File: config.mk
export PLATFORM = sky130hd
export DESIGN_NAME = axi_mem_bw_limiter_flat
export DESIGN_NICKNAME = d
export VERILOG_FILES = /design/src/rtl/axi_mem_bw_limiter_pkg.sv /design/src/rtl/axi_mem_bw_limiter_if.sv /design/src/rtl/axi_mem_bw_limiter_bucket.sv /design/src/rtl/axi_mem_bw_limiter.sv /design/src/flat_wrapper.sv
export SDC_FILE = /design/constraint.sdc
export NUM_CORES = 1
export LEC_CHECK = 0
export ABC_AREA = 1
export CORE_AREA = 2 2 213 215
export CTS_BUF_LIST = sky130_fd_sc_hd__clkbuf_8 sky130_fd_sc_hd__clkbuf_16
export DETAILED_ROUTE_END_ITERATION = 7
export DIE_AREA = 0 0 215 217
export GPL_TIMING_DRIVEN = 0
export PLACE_DENSITY = 0.53
export SLEW_MARGIN = 20
export SYNTH_ARGS = -nofsm -noshare
export SYNTH_HDL_FRONTEND = slang
export SYNTH_SLANG_ARGS = --single-unit
File: constraint.sdc
create_clock -name uncoreclk -period 20.5 [get_ports uncoreclk]
set_clock_uncertainty 0.2 [all_clocks]
set_input_delay 6.15 -clock uncoreclk [delete_from_list [all_inputs] [get_ports uncoreclk]]
set_output_delay 6.15 -clock uncoreclk [all_outputs]
set_load 0.05 [all_outputs]
File: src/rtl/axi_mem_bw_limiter_pkg.sv
// rtl/axi_mem_bw_limiter_pkg.sv - shared types, widths and cost helper for the AXI bandwidth limiter
package bw_limiter_pkg;
  localparam int TOKEN_W = 16;
  localparam int COST_W  = 9;
  localparam int ADDR_W  = 32;
  localparam int DATA_W  = 64;
  localparam int ID_W    = 1;

  typedef enum logic [1:0] {IDLE = 2'd0, FWD_AR = 2'd1, FWD_AW = 2'd2} state_e;
  typedef enum logic {GRANT_AR = 1'b0, GRANT_AW = 1'b1} grant_e;

  typedef struct packed {
    logic [ID_W-1:0]   id;
    logic [ADDR_W-1:0] addr;
    logic [7:0]        len;
    logic [2:0]        size;
    logic [1:0]        burst;
    logic              lock;
    logic [3:0]        cache;
    logic [2:0]        prot;
    logic [3:0]        qos;
  } ax_beat_t;

  // Beats in the burst, clamped to the bucket size so an oversize burst can still drain a full bucket.
  function automatic logic [COST_W-1:0] beat_cost(input logic [7:0] len, input logic en,
                                                  input logic [TOKEN_W-1:0] cap);
    logic [COST_W-1:0] raw;
    raw = {1'b0, len} + COST_W'(1);
    if (!en) beat_cost = '0;
    else if (TOKEN_W'(raw) > cap) beat_cost = cap[COST_W-1:0];
    else beat_cost = raw;
  endfunction
endpackage

File: src/rtl/axi_mem_bw_limiter_if.sv
// rtl/axi_mem_bw_limiter_if.sv - AXI4 bus bundle, 64-bit data, 1-bit ID, all five channels
interface axi_mem_bw_limiter_if;
  import bw_limiter_pkg::*;

  logic [ID_W-1:0]   awid;   logic [ADDR_W-1:0] awaddr; logic [7:0] awlen; logic [2:0] awsize;
  logic [1:0]        awburst; logic awlock; logic [3:0] awcache; logic [2:0] awprot; logic [3:0] awqos;
  logic              awvalid; logic awready;
  logic [DATA_W-1:0] wdata;  logic [DATA_W/8-1:0] wstrb; logic wlast; logic wvalid; logic wready;
  logic [ID_W-1:0]   bid;    logic [1:0] bresp; logic bvalid; logic bready;
  logic [ID_W-1:0]   arid;   logic [ADDR_W-1:0] araddr; logic [7:0] arlen; logic [2:0] arsize;
  logic [1:0]        arburst; logic arlock; logic [3:0] arcache; logic [2:0] arprot; logic [3:0] arqos;
  logic              arvalid; logic arready;
  logic [ID_W-1:0]   rid;    logic [DATA_W-1:0] rdata; logic [1:0] rresp; logic rlast; logic rvalid;
  logic              rready;

  modport master (
    output awid, awaddr, awlen, awsize, awburst, awlock, awcache, awprot, awqos, awvalid,
    input  awready,
    output wdata, wstrb, wlast, wvalid, input wready,
    input  bid, bresp, bvalid, output bready,
    output arid, araddr, arlen, arsize, arburst, arlock, arcache, arprot, arqos, arvalid,
    input  arready,
    input  rid, rdata, rresp, rlast, rvalid, output rready
  );

  modport slave (
    input  awid, awaddr, awlen, awsize, awburst, awlock, awcache, awprot, awqos, awvalid,
    output awready,
    input  wdata, wstrb, wlast, wvalid, output wready,
    output bid, bresp, bvalid, input bready,
    input  arid, araddr, arlen, arsize, arburst, arlock, arcache, arprot, arqos, arvalid,
    output arready,
    output rid, rdata, rresp, rlast, rvalid, input rready
  );
endinterface

File: src/rtl/axi_mem_bw_limiter_bucket.sv
// rtl/axi_mem_bw_limiter_bucket.sv - token bucket: tokens, refill counter, saturation, eligibility
module bw_token_bucket
  import bw_limiter_pkg::*;
#(
  parameter int BUCKET_MAX    = 64,
  parameter int REFILL_PERIOD = 16,
  parameter int REFILL_AMT    = 4
) (
  input  logic              clk_i,
  input  logic              rst_i,
  input  logic [COST_W-1:0] ar_cost_i,
  input  logic [COST_W-1:0] aw_cost_i,
  input  logic [COST_W-1:0] deduct_i,
  output logic              ar_ok_o,
  output logic              aw_ok_o
);
  localparam int XW = TOKEN_W + 1;
  localparam logic [TOKEN_W-1:0] MAX_T    = TOKEN_W'(BUCKET_MAX);
  localparam logic [XW-1:0]      MAX_X    = XW'(BUCKET_MAX);
  localparam logic [XW-1:0]      AMT_X    = XW'(REFILL_AMT);
  localparam logic [TOKEN_W-1:0] LAST_CNT = TOKEN_W'(REFILL_PERIOD - 1);

  logic [TOKEN_W-1:0] tokens_q, tokens_d, cnt_q, cnt_d;
  logic               refill;
  logic [XW-1:0]      sum;

  // One extra bit keeps a same-cycle deduct and refill exact before saturating.
  always_comb begin
    refill   = (cnt_q == LAST_CNT);
    cnt_d    = refill ? '0 : cnt_q + TOKEN_W'(1);
    sum      = {1'b0, tokens_q} - XW'(deduct_i) + (refill ? AMT_X : '0);
    tokens_d = (sum > MAX_X) ? MAX_T : sum[TOKEN_W-1:0];
    ar_ok_o  = (TOKEN_W'(ar_cost_i) <= tokens_q);
    aw_ok_o  = (TOKEN_W'(aw_cost_i) <= tokens_q);
  end

  always_ff @(posedge clk_i) begin
    if (rst_i) begin
      tokens_q <= MAX_T;
      cnt_q    <= '0;
    end else begin
      tokens_q <= tokens_d;
      cnt_q    <= cnt_d;
    end
  end
endmodule

File: src/rtl/axi_mem_bw_limiter.sv
// rtl/axi_mem_bw_limiter.sv - token-bucket AR/AW rate limiter; BW_LIMIT_STATS_EN adds stall/beat counters
module axi_mem_bw_limiter
  import bw_limiter_pkg::*;
#(
  parameter int BUCKET_MAX    = 64,
  parameter int REFILL_PERIOD = 16,
  parameter int REFILL_AMT    = 4
) (
  input  logic                 uncoreclk,
  input  logic                 uncorerst,
  input  logic                 limit_en,
  axi_mem_bw_limiter_if.slave  s_axi,
  axi_mem_bw_limiter_if.master m_axi
`ifdef BW_LIMIT_STATS_EN
  ,
  output logic [31:0]          stall_cnt,
  output logic [31:0]          beat_cnt
`endif
);
  state_e            state_q, state_d;
  grant_e            last_q, last_d;
  ax_beat_t          hold_q, hold_d, s_ar, s_aw;
  logic [COST_W-1:0] ar_cost, aw_cost, deduct;
  logic              ar_ok, aw_ok, ar_elig, aw_elig, idle, pick_ar, pick_aw;

  assign ar_cost = beat_cost(s_axi.arlen, limit_en, TOKEN_W'(BUCKET_MAX));
  assign aw_cost = beat_cost(s_axi.awlen, limit_en, TOKEN_W'(BUCKET_MAX));

  assign s_ar = '{id: s_axi.arid, addr: s_axi.araddr, len: s_axi.arlen, size: s_axi.arsize,
                  burst: s_axi.arburst, lock: s_axi.arlock, cache: s_axi.arcache,
                  prot: s_axi.arprot, qos: s_axi.arqos};
  assign s_aw = '{id: s_axi.awid, addr: s_axi.awaddr, len: s_axi.awlen, size: s_axi.awsize,
                  burst: s_axi.awburst, lock: s_axi.awlock, cache: s_axi.awcache,
                  prot: s_axi.awprot, qos: s_axi.awqos};

  bw_token_bucket #(
    .BUCKET_MAX(BUCKET_MAX), .REFILL_PERIOD(REFILL_PERIOD), .REFILL_AMT(REFILL_AMT)
  ) u_bucket (
    .clk_i(uncoreclk), .rst_i(uncorerst), .ar_cost_i(ar_cost), .aw_cost_i(aw_cost),
    .deduct_i(deduct), .ar_ok_o(ar_ok), .aw_ok_o(aw_ok)
  );

  always_ff @(posedge uncoreclk) begin
    if (uncorerst) begin
      state_q <= IDLE;
      last_q  <= GRANT_AW;
      hold_q  <= '0;
    end else begin
      state_q <= state_d;
      last_q  <= last_d;
      hold_q  <= hold_d;
    end
  end

  // AR wins a tie unless it took the previous grant.
  always_comb begin
    idle    = (state_q == IDLE) && !uncorerst;
    ar_elig = s_axi.arvalid && ar_ok;
    aw_elig = s_axi.awvalid && aw_ok;
    pick_ar = idle && ar_elig && (!aw_elig || last_q == GRANT_AW);
    pick_aw = idle && aw_elig && !pick_ar;
    state_d = state_q;
    last_d  = last_q;
    hold_d  = hold_q;
    deduct  = '0;
    case (state_q)
      IDLE: begin
        if (pick_ar) begin
          state_d = FWD_AR; last_d = GRANT_AR; hold_d = s_ar; deduct = ar_cost;
        end else if (pick_aw) begin
          state_d = FWD_AW; last_d = GRANT_AW; hold_d = s_aw; deduct = aw_cost;
        end
      end
      FWD_AR:  if (m_axi.arready) state_d = IDLE;
      FWD_AW:  if (m_axi.awready) state_d = IDLE;
      default: state_d = IDLE;
    endcase
  end

  always_comb begin
    s_axi.arready = pick_ar;
    s_axi.awready = pick_aw;
    m_axi.arvalid = (state_q == FWD_AR) && !uncorerst;
    m_axi.awvalid = (state_q == FWD_AW) && !uncorerst;
    m_axi.arid    = hold_q.id;    m_axi.awid    = hold_q.id;
    m_axi.araddr  = hold_q.addr;  m_axi.awaddr  = hold_q.addr;
    m_axi.arlen   = hold_q.len;   m_axi.awlen   = hold_q.len;
    m_axi.arsize  = hold_q.size;  m_axi.awsize  = hold_q.size;
    m_axi.arburst = hold_q.burst; m_axi.awburst = hold_q.burst;
    m_axi.arlock  = hold_q.lock;  m_axi.awlock  = hold_q.lock;
    m_axi.arcache = hold_q.cache; m_axi.awcache = hold_q.cache;
    m_axi.arprot  = hold_q.prot;  m_axi.awprot  = hold_q.prot;
    m_axi.arqos   = hold_q.qos;   m_axi.awqos   = hold_q.qos;
  end

  assign m_axi.wdata  = s_axi.wdata;
  assign m_axi.wstrb  = s_axi.wstrb;
  assign m_axi.wlast  = s_axi.wlast;
  assign m_axi.wvalid = s_axi.wvalid;
  assign s_axi.wready = m_axi.wready;
  assign s_axi.bid    = m_axi.bid;
  assign s_axi.bresp  = m_axi.bresp;
  assign s_axi.bvalid = m_axi.bvalid;
  assign m_axi.bready = s_axi.bready;
  assign s_axi.rid    = m_axi.rid;
  assign s_axi.rdata  = m_axi.rdata;
  assign s_axi.rresp  = m_axi.rresp;
  assign s_axi.rlast  = m_axi.rlast;
  assign s_axi.rvalid = m_axi.rvalid;
  assign m_axi.rready = s_axi.rready;

`ifdef BW_LIMIT_STATS_EN
  logic [31:0] stall_q, beat_q;

  always_ff @(posedge uncoreclk) begin
    if (uncorerst) begin
      stall_q <= '0;
      beat_q  <= '0;
    end else begin
      if (state_q == IDLE && ((s_axi.arvalid && !ar_ok) || (s_axi.awvalid && !aw_ok)))
        stall_q <= stall_q + 32'd1;
      beat_q <= beat_q + 32'(deduct);
    end
  end

  assign stall_cnt = stall_q;
  assign beat_cnt  = beat_q;
`endif
endmodule

File: src/flat_wrapper.sv
// flat-port wrapper written by rule: the top's interface ports become plain ports
module axi_mem_bw_limiter_flat import bw_limiter_pkg::*;
#(
  parameter int BUCKET_MAX    = 64,
  parameter int REFILL_PERIOD = 16,
  parameter int REFILL_AMT    = 4
)
  (uncoreclk, uncorerst, limit_en, s_axi_awid, s_axi_awaddr, s_axi_awlen, s_axi_awsize, s_axi_awburst, s_axi_awlock, s_axi_awcache, s_axi_awprot, s_axi_awqos, s_axi_awvalid, s_axi_awready, s_axi_wdata, s_axi_wstrb, s_axi_wlast, s_axi_wvalid, s_axi_wready, s_axi_bid, s_axi_bresp, s_axi_bvalid, s_axi_bready, s_axi_arid, s_axi_araddr, s_axi_arlen, s_axi_arsize, s_axi_arburst, s_axi_arlock, s_axi_arcache, s_axi_arprot, s_axi_arqos, s_axi_arvalid, s_axi_arready, s_axi_rid, s_axi_rdata, s_axi_rresp, s_axi_rlast, s_axi_rvalid, s_axi_rready, m_axi_awid, m_axi_awaddr, m_axi_awlen, m_axi_awsize, m_axi_awburst, m_axi_awlock, m_axi_awcache, m_axi_awprot, m_axi_awqos, m_axi_awvalid, m_axi_awready, m_axi_wdata, m_axi_wstrb, m_axi_wlast, m_axi_wvalid, m_axi_wready, m_axi_bid, m_axi_bresp, m_axi_bvalid, m_axi_bready, m_axi_arid, m_axi_araddr, m_axi_arlen, m_axi_arsize, m_axi_arburst, m_axi_arlock, m_axi_arcache, m_axi_arprot, m_axi_arqos, m_axi_arvalid, m_axi_arready, m_axi_rid, m_axi_rdata, m_axi_rresp, m_axi_rlast, m_axi_rvalid, m_axi_rready);
  axi_mem_bw_limiter_if s_axi_i ();
  axi_mem_bw_limiter_if m_axi_i ();
  input  logic uncoreclk;
  input  logic uncorerst;
  input  logic limit_en;
  input wire logic [$bits(s_axi_i.awid)-1:0] s_axi_awid;
  input wire logic [$bits(s_axi_i.awaddr)-1:0] s_axi_awaddr;
  input wire logic [$bits(s_axi_i.awlen)-1:0] s_axi_awlen;
  input wire logic [$bits(s_axi_i.awsize)-1:0] s_axi_awsize;
  input wire logic [$bits(s_axi_i.awburst)-1:0] s_axi_awburst;
  input wire logic [$bits(s_axi_i.awlock)-1:0] s_axi_awlock;
  input wire logic [$bits(s_axi_i.awcache)-1:0] s_axi_awcache;
  input wire logic [$bits(s_axi_i.awprot)-1:0] s_axi_awprot;
  input wire logic [$bits(s_axi_i.awqos)-1:0] s_axi_awqos;
  input wire logic [$bits(s_axi_i.awvalid)-1:0] s_axi_awvalid;
  output wire logic [$bits(s_axi_i.awready)-1:0] s_axi_awready;
  input wire logic [$bits(s_axi_i.wdata)-1:0] s_axi_wdata;
  input wire logic [$bits(s_axi_i.wstrb)-1:0] s_axi_wstrb;
  input wire logic [$bits(s_axi_i.wlast)-1:0] s_axi_wlast;
  input wire logic [$bits(s_axi_i.wvalid)-1:0] s_axi_wvalid;
  output wire logic [$bits(s_axi_i.wready)-1:0] s_axi_wready;
  output wire logic [$bits(s_axi_i.bid)-1:0] s_axi_bid;
  output wire logic [$bits(s_axi_i.bresp)-1:0] s_axi_bresp;
  output wire logic [$bits(s_axi_i.bvalid)-1:0] s_axi_bvalid;
  input wire logic [$bits(s_axi_i.bready)-1:0] s_axi_bready;
  input wire logic [$bits(s_axi_i.arid)-1:0] s_axi_arid;
  input wire logic [$bits(s_axi_i.araddr)-1:0] s_axi_araddr;
  input wire logic [$bits(s_axi_i.arlen)-1:0] s_axi_arlen;
  input wire logic [$bits(s_axi_i.arsize)-1:0] s_axi_arsize;
  input wire logic [$bits(s_axi_i.arburst)-1:0] s_axi_arburst;
  input wire logic [$bits(s_axi_i.arlock)-1:0] s_axi_arlock;
  input wire logic [$bits(s_axi_i.arcache)-1:0] s_axi_arcache;
  input wire logic [$bits(s_axi_i.arprot)-1:0] s_axi_arprot;
  input wire logic [$bits(s_axi_i.arqos)-1:0] s_axi_arqos;
  input wire logic [$bits(s_axi_i.arvalid)-1:0] s_axi_arvalid;
  output wire logic [$bits(s_axi_i.arready)-1:0] s_axi_arready;
  output wire logic [$bits(s_axi_i.rid)-1:0] s_axi_rid;
  output wire logic [$bits(s_axi_i.rdata)-1:0] s_axi_rdata;
  output wire logic [$bits(s_axi_i.rresp)-1:0] s_axi_rresp;
  output wire logic [$bits(s_axi_i.rlast)-1:0] s_axi_rlast;
  output wire logic [$bits(s_axi_i.rvalid)-1:0] s_axi_rvalid;
  input wire logic [$bits(s_axi_i.rready)-1:0] s_axi_rready;
  output wire logic [$bits(m_axi_i.awid)-1:0] m_axi_awid;
  output wire logic [$bits(m_axi_i.awaddr)-1:0] m_axi_awaddr;
  output wire logic [$bits(m_axi_i.awlen)-1:0] m_axi_awlen;
  output wire logic [$bits(m_axi_i.awsize)-1:0] m_axi_awsize;
  output wire logic [$bits(m_axi_i.awburst)-1:0] m_axi_awburst;
  output wire logic [$bits(m_axi_i.awlock)-1:0] m_axi_awlock;
  output wire logic [$bits(m_axi_i.awcache)-1:0] m_axi_awcache;
  output wire logic [$bits(m_axi_i.awprot)-1:0] m_axi_awprot;
  output wire logic [$bits(m_axi_i.awqos)-1:0] m_axi_awqos;
  output wire logic [$bits(m_axi_i.awvalid)-1:0] m_axi_awvalid;
  input wire logic [$bits(m_axi_i.awready)-1:0] m_axi_awready;
  output wire logic [$bits(m_axi_i.wdata)-1:0] m_axi_wdata;
  output wire logic [$bits(m_axi_i.wstrb)-1:0] m_axi_wstrb;
  output wire logic [$bits(m_axi_i.wlast)-1:0] m_axi_wlast;
  output wire logic [$bits(m_axi_i.wvalid)-1:0] m_axi_wvalid;
  input wire logic [$bits(m_axi_i.wready)-1:0] m_axi_wready;
  input wire logic [$bits(m_axi_i.bid)-1:0] m_axi_bid;
  input wire logic [$bits(m_axi_i.bresp)-1:0] m_axi_bresp;
  input wire logic [$bits(m_axi_i.bvalid)-1:0] m_axi_bvalid;
  output wire logic [$bits(m_axi_i.bready)-1:0] m_axi_bready;
  output wire logic [$bits(m_axi_i.arid)-1:0] m_axi_arid;
  output wire logic [$bits(m_axi_i.araddr)-1:0] m_axi_araddr;
  output wire logic [$bits(m_axi_i.arlen)-1:0] m_axi_arlen;
  output wire logic [$bits(m_axi_i.arsize)-1:0] m_axi_arsize;
  output wire logic [$bits(m_axi_i.arburst)-1:0] m_axi_arburst;
  output wire logic [$bits(m_axi_i.arlock)-1:0] m_axi_arlock;
  output wire logic [$bits(m_axi_i.arcache)-1:0] m_axi_arcache;
  output wire logic [$bits(m_axi_i.arprot)-1:0] m_axi_arprot;
  output wire logic [$bits(m_axi_i.arqos)-1:0] m_axi_arqos;
  output wire logic [$bits(m_axi_i.arvalid)-1:0] m_axi_arvalid;
  input wire logic [$bits(m_axi_i.arready)-1:0] m_axi_arready;
  input wire logic [$bits(m_axi_i.rid)-1:0] m_axi_rid;
  input wire logic [$bits(m_axi_i.rdata)-1:0] m_axi_rdata;
  input wire logic [$bits(m_axi_i.rresp)-1:0] m_axi_rresp;
  input wire logic [$bits(m_axi_i.rlast)-1:0] m_axi_rlast;
  input wire logic [$bits(m_axi_i.rvalid)-1:0] m_axi_rvalid;
  output wire logic [$bits(m_axi_i.rready)-1:0] m_axi_rready;
  assign s_axi_i.awid = s_axi_awid;
  assign s_axi_i.awaddr = s_axi_awaddr;
  assign s_axi_i.awlen = s_axi_awlen;
  assign s_axi_i.awsize = s_axi_awsize;
  assign s_axi_i.awburst = s_axi_awburst;
  assign s_axi_i.awlock = s_axi_awlock;
  assign s_axi_i.awcache = s_axi_awcache;
  assign s_axi_i.awprot = s_axi_awprot;
  assign s_axi_i.awqos = s_axi_awqos;
  assign s_axi_i.awvalid = s_axi_awvalid;
  assign s_axi_awready = s_axi_i.awready;
  assign s_axi_i.wdata = s_axi_wdata;
  assign s_axi_i.wstrb = s_axi_wstrb;
  assign s_axi_i.wlast = s_axi_wlast;
  assign s_axi_i.wvalid = s_axi_wvalid;
  assign s_axi_wready = s_axi_i.wready;
  assign s_axi_bid = s_axi_i.bid;
  assign s_axi_bresp = s_axi_i.bresp;
  assign s_axi_bvalid = s_axi_i.bvalid;
  assign s_axi_i.bready = s_axi_bready;
  assign s_axi_i.arid = s_axi_arid;
  assign s_axi_i.araddr = s_axi_araddr;
  assign s_axi_i.arlen = s_axi_arlen;
  assign s_axi_i.arsize = s_axi_arsize;
  assign s_axi_i.arburst = s_axi_arburst;
  assign s_axi_i.arlock = s_axi_arlock;
  assign s_axi_i.arcache = s_axi_arcache;
  assign s_axi_i.arprot = s_axi_arprot;
  assign s_axi_i.arqos = s_axi_arqos;
  assign s_axi_i.arvalid = s_axi_arvalid;
  assign s_axi_arready = s_axi_i.arready;
  assign s_axi_rid = s_axi_i.rid;
  assign s_axi_rdata = s_axi_i.rdata;
  assign s_axi_rresp = s_axi_i.rresp;
  assign s_axi_rlast = s_axi_i.rlast;
  assign s_axi_rvalid = s_axi_i.rvalid;
  assign s_axi_i.rready = s_axi_rready;
  assign m_axi_awid = m_axi_i.awid;
  assign m_axi_awaddr = m_axi_i.awaddr;
  assign m_axi_awlen = m_axi_i.awlen;
  assign m_axi_awsize = m_axi_i.awsize;
  assign m_axi_awburst = m_axi_i.awburst;
  assign m_axi_awlock = m_axi_i.awlock;
  assign m_axi_awcache = m_axi_i.awcache;
  assign m_axi_awprot = m_axi_i.awprot;
  assign m_axi_awqos = m_axi_i.awqos;
  assign m_axi_awvalid = m_axi_i.awvalid;
  assign m_axi_i.awready = m_axi_awready;
  assign m_axi_wdata = m_axi_i.wdata;
  assign m_axi_wstrb = m_axi_i.wstrb;
  assign m_axi_wlast = m_axi_i.wlast;
  assign m_axi_wvalid = m_axi_i.wvalid;
  assign m_axi_i.wready = m_axi_wready;
  assign m_axi_i.bid = m_axi_bid;
  assign m_axi_i.bresp = m_axi_bresp;
  assign m_axi_i.bvalid = m_axi_bvalid;
  assign m_axi_bready = m_axi_i.bready;
  assign m_axi_arid = m_axi_i.arid;
  assign m_axi_araddr = m_axi_i.araddr;
  assign m_axi_arlen = m_axi_i.arlen;
  assign m_axi_arsize = m_axi_i.arsize;
  assign m_axi_arburst = m_axi_i.arburst;
  assign m_axi_arlock = m_axi_i.arlock;
  assign m_axi_arcache = m_axi_i.arcache;
  assign m_axi_arprot = m_axi_i.arprot;
  assign m_axi_arqos = m_axi_i.arqos;
  assign m_axi_arvalid = m_axi_i.arvalid;
  assign m_axi_i.arready = m_axi_arready;
  assign m_axi_i.rid = m_axi_rid;
  assign m_axi_i.rdata = m_axi_rdata;
  assign m_axi_i.rresp = m_axi_rresp;
  assign m_axi_i.rlast = m_axi_rlast;
  assign m_axi_i.rvalid = m_axi_rvalid;
  assign m_axi_rready = m_axi_i.rready;
  axi_mem_bw_limiter #(.BUCKET_MAX(BUCKET_MAX), .REFILL_PERIOD(REFILL_PERIOD), .REFILL_AMT(REFILL_AMT)) u_core (.uncoreclk(uncoreclk), .uncorerst(uncorerst), .limit_en(limit_en), .s_axi(s_axi_i), .m_axi(m_axi_i));
endmodule
==> out/qor.yml <==
syn_inst: 1221
outcome: "complete, no violations"
synthSimpleGateAreaFrac: 0.2558
start_kind: "primary input"
slew_headroom: 0.5199
async_reset_ff_frac: 0
rsz0062_at_grt: "no"
numCtsBuffers: 9
drc: 0
min_to: "u_core.u_bucket.cnt_q[0]"
synth_area_leader_cell: "dfxtp_1"
drive_gt1_frac: 0.1787
dieArea_mm2: 0.04666
cp-end-kind: "output port"
syn-cell-area_mm2: 0.008130
cts_resized: 0
final.period_utilization: 0.8266
synth_top_family_by_area: "buffers and inverters"
syn2layout_area_growth_pct: 61.90
setup_violations: 0
die_h_um: 217
ys_seq_elements: 93
cp_data_arrival_time_ns: 10.60
cts.sinks: 93
overflow: 0
power_mw: 0.7469
clock_path_buffers: 2
r2r_slack_ns: 15.44
die_w_um: 215
worstHoldStart: "u_core.u_bucket.cnt_q[0]"
diodes: 0
ir_drop_uv: 35.53
regArea_mm2: 0.001862
hold_buffers: 0
powerDensity_mw_per_mm2: 56.75
synth-compound-area-share: 0.09588
nFillCells: 4909
core_area_mm2: 0.04470
ioPinCount: 543
synthMuxAreaShare: 0
synthXorXnorAreaFrac: 0.01939
cp.required_ns: 14.15
leakagePower_nw: 6.231
max_cap_viol_count: 0
ant_nets: 0
cts_root_buffer: "clkbuf_16"
grt_pass1_wl_um: 44950
place.gp.congestion: 0.8082
fin_setup_tns_ns: 0
cts_htree_levels: 3
drt-initial-drc-count: 314
synth_top_area_frac: 0.2290
via_count: 8567
cts_tree: "built"
r2r.worst_path.cells: 27
hp-class: "reg -> reg"
yosysMostFrequentCell: "nand2_1"
postSynthAreaPerCell_um2: 6.659
multi_input_area_mm2: 0.003726
drtPass1Iterations: 4
ys.warnings.count: 0
min_period_ns: 16.95
grt_pass1_vias: 8163
grt_antenna_before_repair: 1
row_count: 78
critical_path_class: "in -> out"
path_clk_slew_ns: 0.07
hold_viol_final: 0
crit_path_max_fanout: 10
ys_seq_area_frac: 0.2290
insertion_delay_ns: 0.36
synth_common_cells: "225 x nand2_1, 218 x buf_4, 205 x inv_1"
synth_edf_count: 0
grt_max_degree: 17
drv_slew: 0
wl_per_cell_um: 13.40
hpwl_um: 25660
fmax_mhz: 59.01
synth_cell_types: 44
postLayoutCoreUtil: 0.2945
rr_startpoint: "u_core.u_bucket.tokens_q[7]"
synth_area_leaders: "dfxtp_1 23%, buf_4 20%, nand2_1 10%"
wl_um: 30020
post_cts_buffers: 0
start_util: 0.1819
nets: 1960
grt_use_total: 0.1229
port_buffers: 391
drt-vias-per-instance: 3.825
synth_ff_type: "dfxtp_1"
yosys.area_share.adder: 0.08033
whs_path_depth: 1
r2r-end: "u_core.u_bucket.tokens_q[6]"
tightest_slew_ns: 0.7201
## cell type report
type                            instances  share of cell area
Multi-Input combinational cell        682              0.2831
Sequential cell                        93              0.1414
Buffer                                249              0.1370
Clock inverter                          6            0.007129
Inverter                              210             0.05989
Timing Repair Buffer                  391              0.2973
Tap cell                              600             0.05703
Clock buffer                            9             0.01711
## registers in the layout, summed over array words and instances, names as in the netlist
register                  cells
u_core.m_axi.arcache          4
u_core.m_axi.araddr          32
u_core.m_axi.arid             1
u_core.m_axi.arburst          2
u_core.u_bucket.cnt_q        16
u_core.m_axi.arqos            4
u_core.m_axi.arprot           3
u_core.m_axi.arlen            8
u_core.u_bucket.tokens_q     16
u_core.m_axi.arlock           1
u_core.state_q                2
u_core.m_axi.arsize           3
u_core.last_q                 1
## kinds of logic after synthesis
group,Yosys count
AND/OR/NAND/NOR,467
flip-flops,93
other,2
adder cells (fa/ha/maj),51
buffers and inverters,459
XOR/XNOR,18
AO/OA/AOI/OAI,131
## cells in the final DEF (no fill, tap or decap), types with 3 or more instances in the layout
| master | count |
|---|---|
| a21oi_1 | 55 |
| a21oi_2 | 10 |
| a22oi_1 | 5 |
| buf_2 | 15 |
| buf_4 | 218 |
| buf_6 | 4 |
| clkbuf_1 | 11 |
| clkbuf_16 | 9 |
| clkdlybuf4s50_1 | 391 |
| conb_1 | 15 |
| dfxtp_1 | 93 |
| ha_1 | 49 |
| inv_1 | 205 |
| inv_2 | 4 |
| nand2_1 | 225 |
| nand3_1 | 143 |
| nand4_1 | 10 |
| nor2_1 | 51 |
| nor3_1 | 16 |
| nor4_1 | 3 |
| o21ai_0 | 28 |
| o21ai_1 | 13 |
| o21ai_2 | 11 |
| or2_2 | 3 |
| xnor2_1 | 4 |
| xor2_1 | 14 |
## per-stage QoR
stage | hold slack [ns] | std cells | setup WS [ns] | cell area [um2]
floorplan | 0.2179 | 1234 | 5.623 | 8179
global placement | 0.2315 | 2225 | 3.571 | 12840
detailed placement | 0.2446 | 2225 | 3.519 | 12840
CTS | 0.2546 | 2240 | 3.491 | 13160
global route | 0.2831 | 2240 | 3.188 | 13160
finish | 0.2469 | 2240 | 3.554 | 13160
## worst max path at each step
stage / startpoint / to / slack, ns / depth (start not counted)
floorplan: s_axi_awlen[0] / s_axi_awready / 5.62 / 22
global placement: s_axi_awlen[0] / s_axi_awready / 3.57 / 21
detailed placement: s_axi_awlen[0] / s_axi_awready / 3.52 / 21
CTS: s_axi_awlen[0] / s_axi_awready / 3.49 / 21
global route: s_axi_arlen[0] / s_axi_arready / 3.19 / 26
finish: s_axi_awlen[0] / s_axi_awready / 3.55 / 22
## layer usage
layer / GRT usage / wire (um) / vias to the layer above
met2: 0.2238 / 15010 / 293
met1: 0.1500 / 13010 / 3830
met3: 0.02264 / 1599 / 19
li1: - / - / 4425
met4: 0.02690 / 402 / 0
met5: 0 / 0 / -
## worst max-delay path, stage by stage
cell and delay [ns]:
clkdlybuf4s50_1 0.65, ha_1 0.27, nand4_1 0.15, or2_1 0.27
xor2_1 0.16, nand2_1 0.08, nand3_2 0.10, nor3_2 0.16
ha_1 0.28, nand2_1 0.06, nand2_1 0.04, a21oi_1 0.19
nand3_1 0.12, nand2_1 0.09, nand2_2 0.06, nand2_4 0.07
nand3_4 0.13, nand2_4 0.13, buf_6 0.18, nand2_1 0.18
inv_2 0.18, clkdlybuf4s50_1 0.86
## report_power, final
group	leakage [nW]	switching, mW	internal, mW
Clock	0.153	0.0792	0.107
Combinational	5.31	0.215	0.140
Sequential	0.764	0.0121	0.193
Total	6.23	0.307	0.440
(Power assumes the default switching activity.)
